$ cat src/rtl/uart_tx_serializer.sv
// uart_tx_serializer
// Transmit serializer for the Kabeta UART peripheral. A one-deep holding
// buffer accepts a byte per TxWrEn strobe and hands it to a shift register,
// which emits a start bit, 7 or 8 data bits LSB-first, an optional parity
// bit and 1 or 2 stop bits on Txd. The frame format and bit period are
// latched when the byte moves into the shifter, so register writes made
// during a frame only take effect on the next one.
//
// Build option: define UART_TX_BREAK_EN to honour TxBreak (line held low
// while idle, transfers held off). Without it TxBreak is ignored.
//
// Ports:
//   Clock           rising-edge clock for all state
//   Reset           asynchronous, active-low reset
//   TxData[7:0]     byte to send, sampled when TxWrEn=1
//   TxWrEn          single-cycle write strobe
//   DataLenLimit    data bits minus one (7 -> 8 bits, anything else -> 7)
//   StopLenLimit    0 -> 1 stop bit, 1 -> 2 stop bits
//   ParityEn        insert a parity bit after the data bits
//   ParityPolarity  0 -> even, 1 -> odd
//   BaudLimit       bit period is BaudLimit+1 clocks
//   TxBreak         break request (UART_TX_BREAK_EN builds only)
//   TxBusy          byte buffered or frame in progress (registered)
//   TxReady         one-cycle pulse when the buffer hands a byte to the shifter
//   Txd             registered serial output, idles high
module uart_tx_serializer #(
  parameter int BAUD_W = 14
) (
  input  logic              Clock,
  input  logic              Reset,
  input  logic [7:0]        TxData,
  input  logic              TxWrEn,
  input  logic [2:0]        DataLenLimit,
  input  logic              StopLenLimit,
  input  logic              ParityEn,
  input  logic              ParityPolarity,
  input  logic [BAUD_W-1:0] BaudLimit,
  input  logic              TxBreak,
  output logic              TxBusy,
  output logic              TxReady,
  output logic              Txd
);

  typedef enum logic [2:0] {IDLE, START, DATA, PARITY, STOP} txState_t;

  txState_t          state, stateNext;
  logic [BAUD_W-1:0] baudCnt, baudNext, baudLim;
  logic [2:0]        bitCnt, bitCntNext, dataLim;
  logic              stopCnt, stopCntNext, stopLim;
  logic              parEn, parPol;
  logic              holdValid, holdValidNext, holdLoad;
  logic [7:0]        holdData, shifter, shiftNext;
  logic              parityAcc, parityNext;
  logic              bitEnd, lastStop, transfer, breakActive;
  logic              txdNext, busyNext;

`ifdef UART_TX_BREAK_EN
  assign breakActive = TxBreak;
`else
  logic unusedBreak;
  assign unusedBreak = TxBreak;
  assign breakActive = 1'b0;
`endif

  always_comb begin
    stateNext     = state;
    bitCntNext    = bitCnt;
    stopCntNext   = stopCnt;
    shiftNext     = shifter;
    parityNext    = parityAcc;
    holdValidNext = holdValid;
    holdLoad      = 1'b0;
    txdNext       = 1'b1;

    bitEnd   = (baudCnt == baudLim);
    lastStop = (state == STOP) && bitEnd && (stopCnt == stopLim);
    // A buffered byte moves to the shifter either from idle or on the very
    // last clock of the final stop bit, which gives gap-free back-to-back frames.
    transfer = holdValid && !breakActive && ((state == IDLE) || lastStop);

    case (state)
      IDLE: ;
      START: begin
        if (bitEnd) begin
          stateNext  = DATA;
          bitCntNext = 3'd0;
        end
      end
      DATA: begin
        if (bitEnd) begin
          // Parity accumulates only the bits actually shifted out.
          parityNext = parityAcc ^ shifter[0];
          shiftNext  = {1'b0, shifter[7:1]};
          if (bitCnt == dataLim) begin
            stateNext   = parEn ? PARITY : STOP;
            stopCntNext = 1'b0;
          end else begin
            bitCntNext = bitCnt + 3'd1;
          end
        end
      end
      PARITY: begin
        if (bitEnd) begin
          stateNext   = STOP;
          stopCntNext = 1'b0;
        end
      end
      STOP: begin
        if (bitEnd) begin
          if (stopCnt == stopLim) stateNext = IDLE;
          else stopCntNext = 1'b1;
        end
      end
      default: stateNext = IDLE;
    endcase

    baudNext = ((state == IDLE) || bitEnd) ? '0 : baudCnt + BAUD_W'(1);

    if (transfer) begin
      stateNext  = START;
      shiftNext  = holdData;
      parityNext = 1'b0;
      baudNext   = '0;
    end

    // The buffer refills in the same cycle it empties into the shifter.
    if (transfer) begin
      holdValidNext = TxWrEn;
      holdLoad      = TxWrEn;
    end else if (TxWrEn && !holdValid) begin
      holdValidNext = 1'b1;
      holdLoad      = 1'b1;
    end

    // Txd is computed from next-cycle state so the pin is driven by a flop.
    case (stateNext)
      IDLE:    txdNext = !breakActive;
      START:   txdNext = 1'b0;
      DATA:    txdNext = shiftNext[0];
      PARITY:  txdNext = parityNext ^ parPol;
      STOP:    txdNext = 1'b1;
      default: txdNext = 1'b1;
    endcase

    busyNext = holdValidNext || (stateNext != IDLE) || breakActive;
  end

  always_ff @(posedge Clock or negedge Reset) begin
    if (!Reset) begin
      state     <= IDLE;
      baudCnt   <= '0;
      bitCnt    <= 3'd0;
      stopCnt   <= 1'b0;
      holdValid <= 1'b0;
      Txd       <= 1'b1;
      TxBusy    <= 1'b0;
      TxReady   <= 1'b0;
      dataLim   <= 3'd7;
      stopLim   <= 1'b0;
      parEn     <= 1'b0;
      parPol    <= 1'b0;
      baudLim   <= '0;
    end else begin
      state     <= stateNext;
      baudCnt   <= baudNext;
      bitCnt    <= bitCntNext;
      stopCnt   <= stopCntNext;
      holdValid <= holdValidNext;
      Txd       <= txdNext;
      TxBusy    <= busyNext;
      TxReady   <= transfer;
      if (transfer) begin
        dataLim <= (DataLenLimit == 3'd7) ? 3'd7 : 3'd6;
        stopLim <= StopLenLimit;
        parEn   <= ParityEn;
        parPol  <= ParityPolarity;
        baudLim <= BaudLimit;
      end
    end
  end

  always_ff @(posedge Clock) begin
    if (holdLoad) holdData <= TxData;
    shifter   <= shiftNext;
    parityAcc <= parityNext;
  end

endmodule

$ cat config.mk
export PLATFORM = sky130hd
export DESIGN_NAME = uart_tx_serializer
export DESIGN_NICKNAME = d
export VERILOG_FILES = /design/src/rtl/uart_tx_serializer.sv
export SDC_FILE = /design/constraint.sdc
export NUM_CORES = 1
export LEC_CHECK = 0
export CORE_AREA = 2 2 71 73
export CTS_CLUSTER_SIZE = 12
export DETAILED_ROUTE_END_ITERATION = 8
export DIE_AREA = 0 0 73 75
export PLACE_DENSITY = 0.83
export SLEW_MARGIN = 20
export SYNTH_ARGS = -nofsm -noshare
export SYNTH_HDL_FRONTEND = slang
export SYNTH_SLANG_ARGS = --single-unit
$ cat constraint.sdc
create_clock -name Clock -period 4.96 [get_ports Clock]
set_input_delay 0.744 -clock Clock [delete_from_list [all_inputs] [get_ports Clock]]
set_output_delay 0.744 -clock Clock [all_outputs]
set_load 0.1 [all_outputs]
==> results.sh <==
export IMPL_status="finished, final reports clean"
export IMPL_drtIter0Drc=134
export IMPL_finalHoldViolCount=0
export IMPL_die_area_sq_um=5475
export IMPL_grt_max_degree=44
export IMPL_max_freq_mhz=322.6
export IMPL_multi_input_area_sq_um=1082
export IMPL_synth_seq_cells=60
export IMPL_finalSetupTns_ps=0
export IMPL_cts_tree="yes"
export IMPL_power_density_nw_per_um2=431.8
export IMPL_vias=1860
export IMPL_cap_violations=0
export IMPL_drc=0
export IMPL_hpwlAfterDp_um=3332
export IMPL_async_flop_share_pct=71.67
export IMPL_ctsHoldBuffers=0
export IMPL_timing_hold_ws_ps=491.5
export IMPL_root_buffer="clkbuf_8"
export IMPL_crit_family="simple AND/OR/NAND/NOR gates"
export IMPL_p_leak_nw=1.272
export IMPL_r2r_end="baudLim[7]"
export IMPL_worstReg2RegStart="baudCnt[0]"
export IMPL_finalCritPeriodShare_pct=62.49
export IMPL_cts_buffers=9
export IMPL_yosys_area_top_type="dfrtp_1"
export IMPL_clock_path_buffers=2
export IMPL_max_stage_delay_ps=720
export IMPL_ff_latch_area_sq_um=1569
export IMPL_htree_levels=3
export IMPL_clk_pin_slew_ps=70
export IMPL_crit_path_max_fanout=17
export IMPL_fill_cells=331
export IMPL_reg2reg_slack_ps=1860
export IMPL_gp_congestion=0.8809
export IMPL_grt_overflow_total=0
export IMPL_area_growth_pct=20.34
export IMPL_track_usage_pct=20.07
export IMPL_antenna_found_initial=0
export IMPL_timing_critical_path_depth=6
export IMPL_required_ps=5170
export IMPL_dr_pass1_iters=4
export IMPL_viasPerCell=5.706
export IMPL_synth_area_top_cells="dfrtp_1 (38%), edfxtp_1 (17%), mux2_2 (7.0%), xnor2_1 (5.2%), xor2_1 (3.9%)"
export IMPL_insertion_delay_ps=340
export IMPL_rr_worst_depth=6
export IMPL_die_h_um=75
export IMPL_crit_end="baudLim[7]"
export IMPL_coreArea_sq_um=4661
export IMPL_final_common_cell="dfrtp_1"
export IMPL_nets=301
export IMPL_critPathBufInv=1
export IMPL_synth_top_area_share_pct=37.74
export IMPL_final_cell_mix="dfrtp_1 (41), clkdlybuf4s50_1 (32), nor2_1 (19)"
export IMPL_drive_gt1_share_pct=15.07
export IMPL_wl_um=4812
export IMPL_end_kind="flop"
export IMPL_arrival_ps=3310
export IMPL_critPathLaunchType="flop"
export IMPL_post_cts_buffers=0
export IMPL_setup_ws_ps=1861
export IMPL_detail_route_wl_per_cell_um=14.76
export IMPL_die_w_um=73
export IMPL_first_global_vias=1846
export IMPL_synth_edf_count=15
export IMPL_ys_flop_type="dfrtp_1"
export IMPL_yosysSeqAreaShare_pct=57.71
export IMPL_grt_pass1_wl_um=8086
export IMPL_hp_class="reg -> reg"
export IMPL_ys_warn_count=0
export IMPL_ys_types=43
export IMPL_start_util_pct=58.34
export IMPL_syn_avg_cell_area_sq_um=11.92
export IMPL_antenna_left=0
export IMPL_cp_startpoint="baudCnt[0]"
export IMPL_syn_nets=262
export IMPL_finish_utilization_pct=70.20
export IMPL_drv_slew=0
export IMPL_syn_area_sq_um=2719
export IMPL_postSynthCellCount=228
export IMPL_antennaDiodeCount=0
export IMPL_cts_sinks=60
export IMPL_port_buffers=33
export IMPL_setup_violations=0
export IMPL_irDropWorstVdd_mv=0.3021
export IMPL_relSlewSlack_pct=35.69
export IMPL_num_rows=25
export IMPL_rsz0062_at_grt="no"
export IMPL_criticalPathCategory="reg -> reg"
export IMPL_ctsResizeCount=0
export IMPL_tightestPinTransition_ps=961.6
export IMPL_dpl_worst_slack_ps=1875
export IMPL_finalClockSkew_ps=7.304
export IMPL_path_cells="xnor2_1, nand4_1, nor4_2, a32o_1, buf_4, mux2_2"
export IMPL_cpMaxStageDelayCell="a32o_1"
export IMPL_ios=35
export IMPL_finalCriticalPeriod_ps=3099
## worst min-delay path by stage
stage	from	end	slack [ps]	cells past startpoint
after floorplan	Reset	TxBusy	450	0
after global placement	dataLim[0]	dataLim[0]	480	2
after detailed placement	dataLim[0]	dataLim[0]	490	2
after CTS	dataLim[0]	dataLim[0]	500	2
after global routing	dataLim[0]	dataLim[0]	510	2
final	dataLim[0]	dataLim[0]	490	2
## flip-flops by register name, indices dropped and copies added (netlist names), 3 cells and up
signal	count
holdData	8
bitCnt	3
baudLim	14
baudCnt	14
shifter	8
state	3
## layout make-up
class / instances / share of cell area, %
clock inverter: 6 / 1.683
multi-input combinational: 153 / 33.08
clock buffer: 10 / 3.901
timing repair buffer: 35 / 10.40
tap: 54 / 2.065
sequential: 60 / 47.95
inverter: 8 / 0.9178
## report_power, final
group	total (mW)	switching, mW	internal (mW)	leakage (nW)
registers	0.694	0.0912	0.603	0.677
clock network	0.412	0.185	0.227	0.0911
logic	0.307	0.140	0.167	0.504
## metal layers
layer / GRT usage, % / wire length [um] / vias to the layer above
met1: 25.18 / 2238 / 919
met2: 31.73 / 2280 / 43
met5: 0 / 0 / -
met4: 13.17 / 106 / 0
met3: 4.150 / 187 / 9
li1: - / - / 889
## synth_stat cells, types with 2 or more instances
cell and count:
o21ai_0 10, mux2_2 17, and2_1 3, a211o_1 3
clkbuf_1 2, and3_1 2, nor2_1 19, o21ai_1 2
a22o_1 6, dfxtp_1 2, xnor2_1 16, a21oi_1 5
and4_1 2, dfrtp_1 41, edfxtp_1 15, a31oi_1 2
or3_1 3, nand2_1 15, inv_1 8, ha_1 2
buf_4 2, nand3_1 8, nand4_1 6, nand2b_1 2
a21boi_0 2, a32o_1 2, xor2_1 12, dfstp_2 2
buf_2 3
## kinds of logic (layout without fill, tap and decap cells)
group,Yosys count,count (layout),synth area share [%]
simple gates,68,68,12.93
flops,60,60,57.71
compound gates,37,37,9.296
xor+xnor,29,29,9.618
mux,17,17,7.041
buf+inv,15,59,2.485
fa+ha+maj,2,2,0.9202
## through the flow
step | instance area (sq um) | instances | power (mW)
after floorplan | 2719 | 228 | 0.9175
after global placement | 3089 | 310 | 0.9944
after detailed placement | 3089 | 310 | 1.010
after CTS | 3272 | 326 | 1.422
after global routing | 3272 | 326 | 1.487
final | 3272 | 326 | 1.413
## worst reg2reg max path, stage by stage, from the launching register on
cell and delay, ps:
dfrtp_1 460, xnor2_1 190, nand4_1 210, nor4_2 670, a32o_1 720, buf_4 360
mux2_2 370
Power figures use the tool's default switching activity.
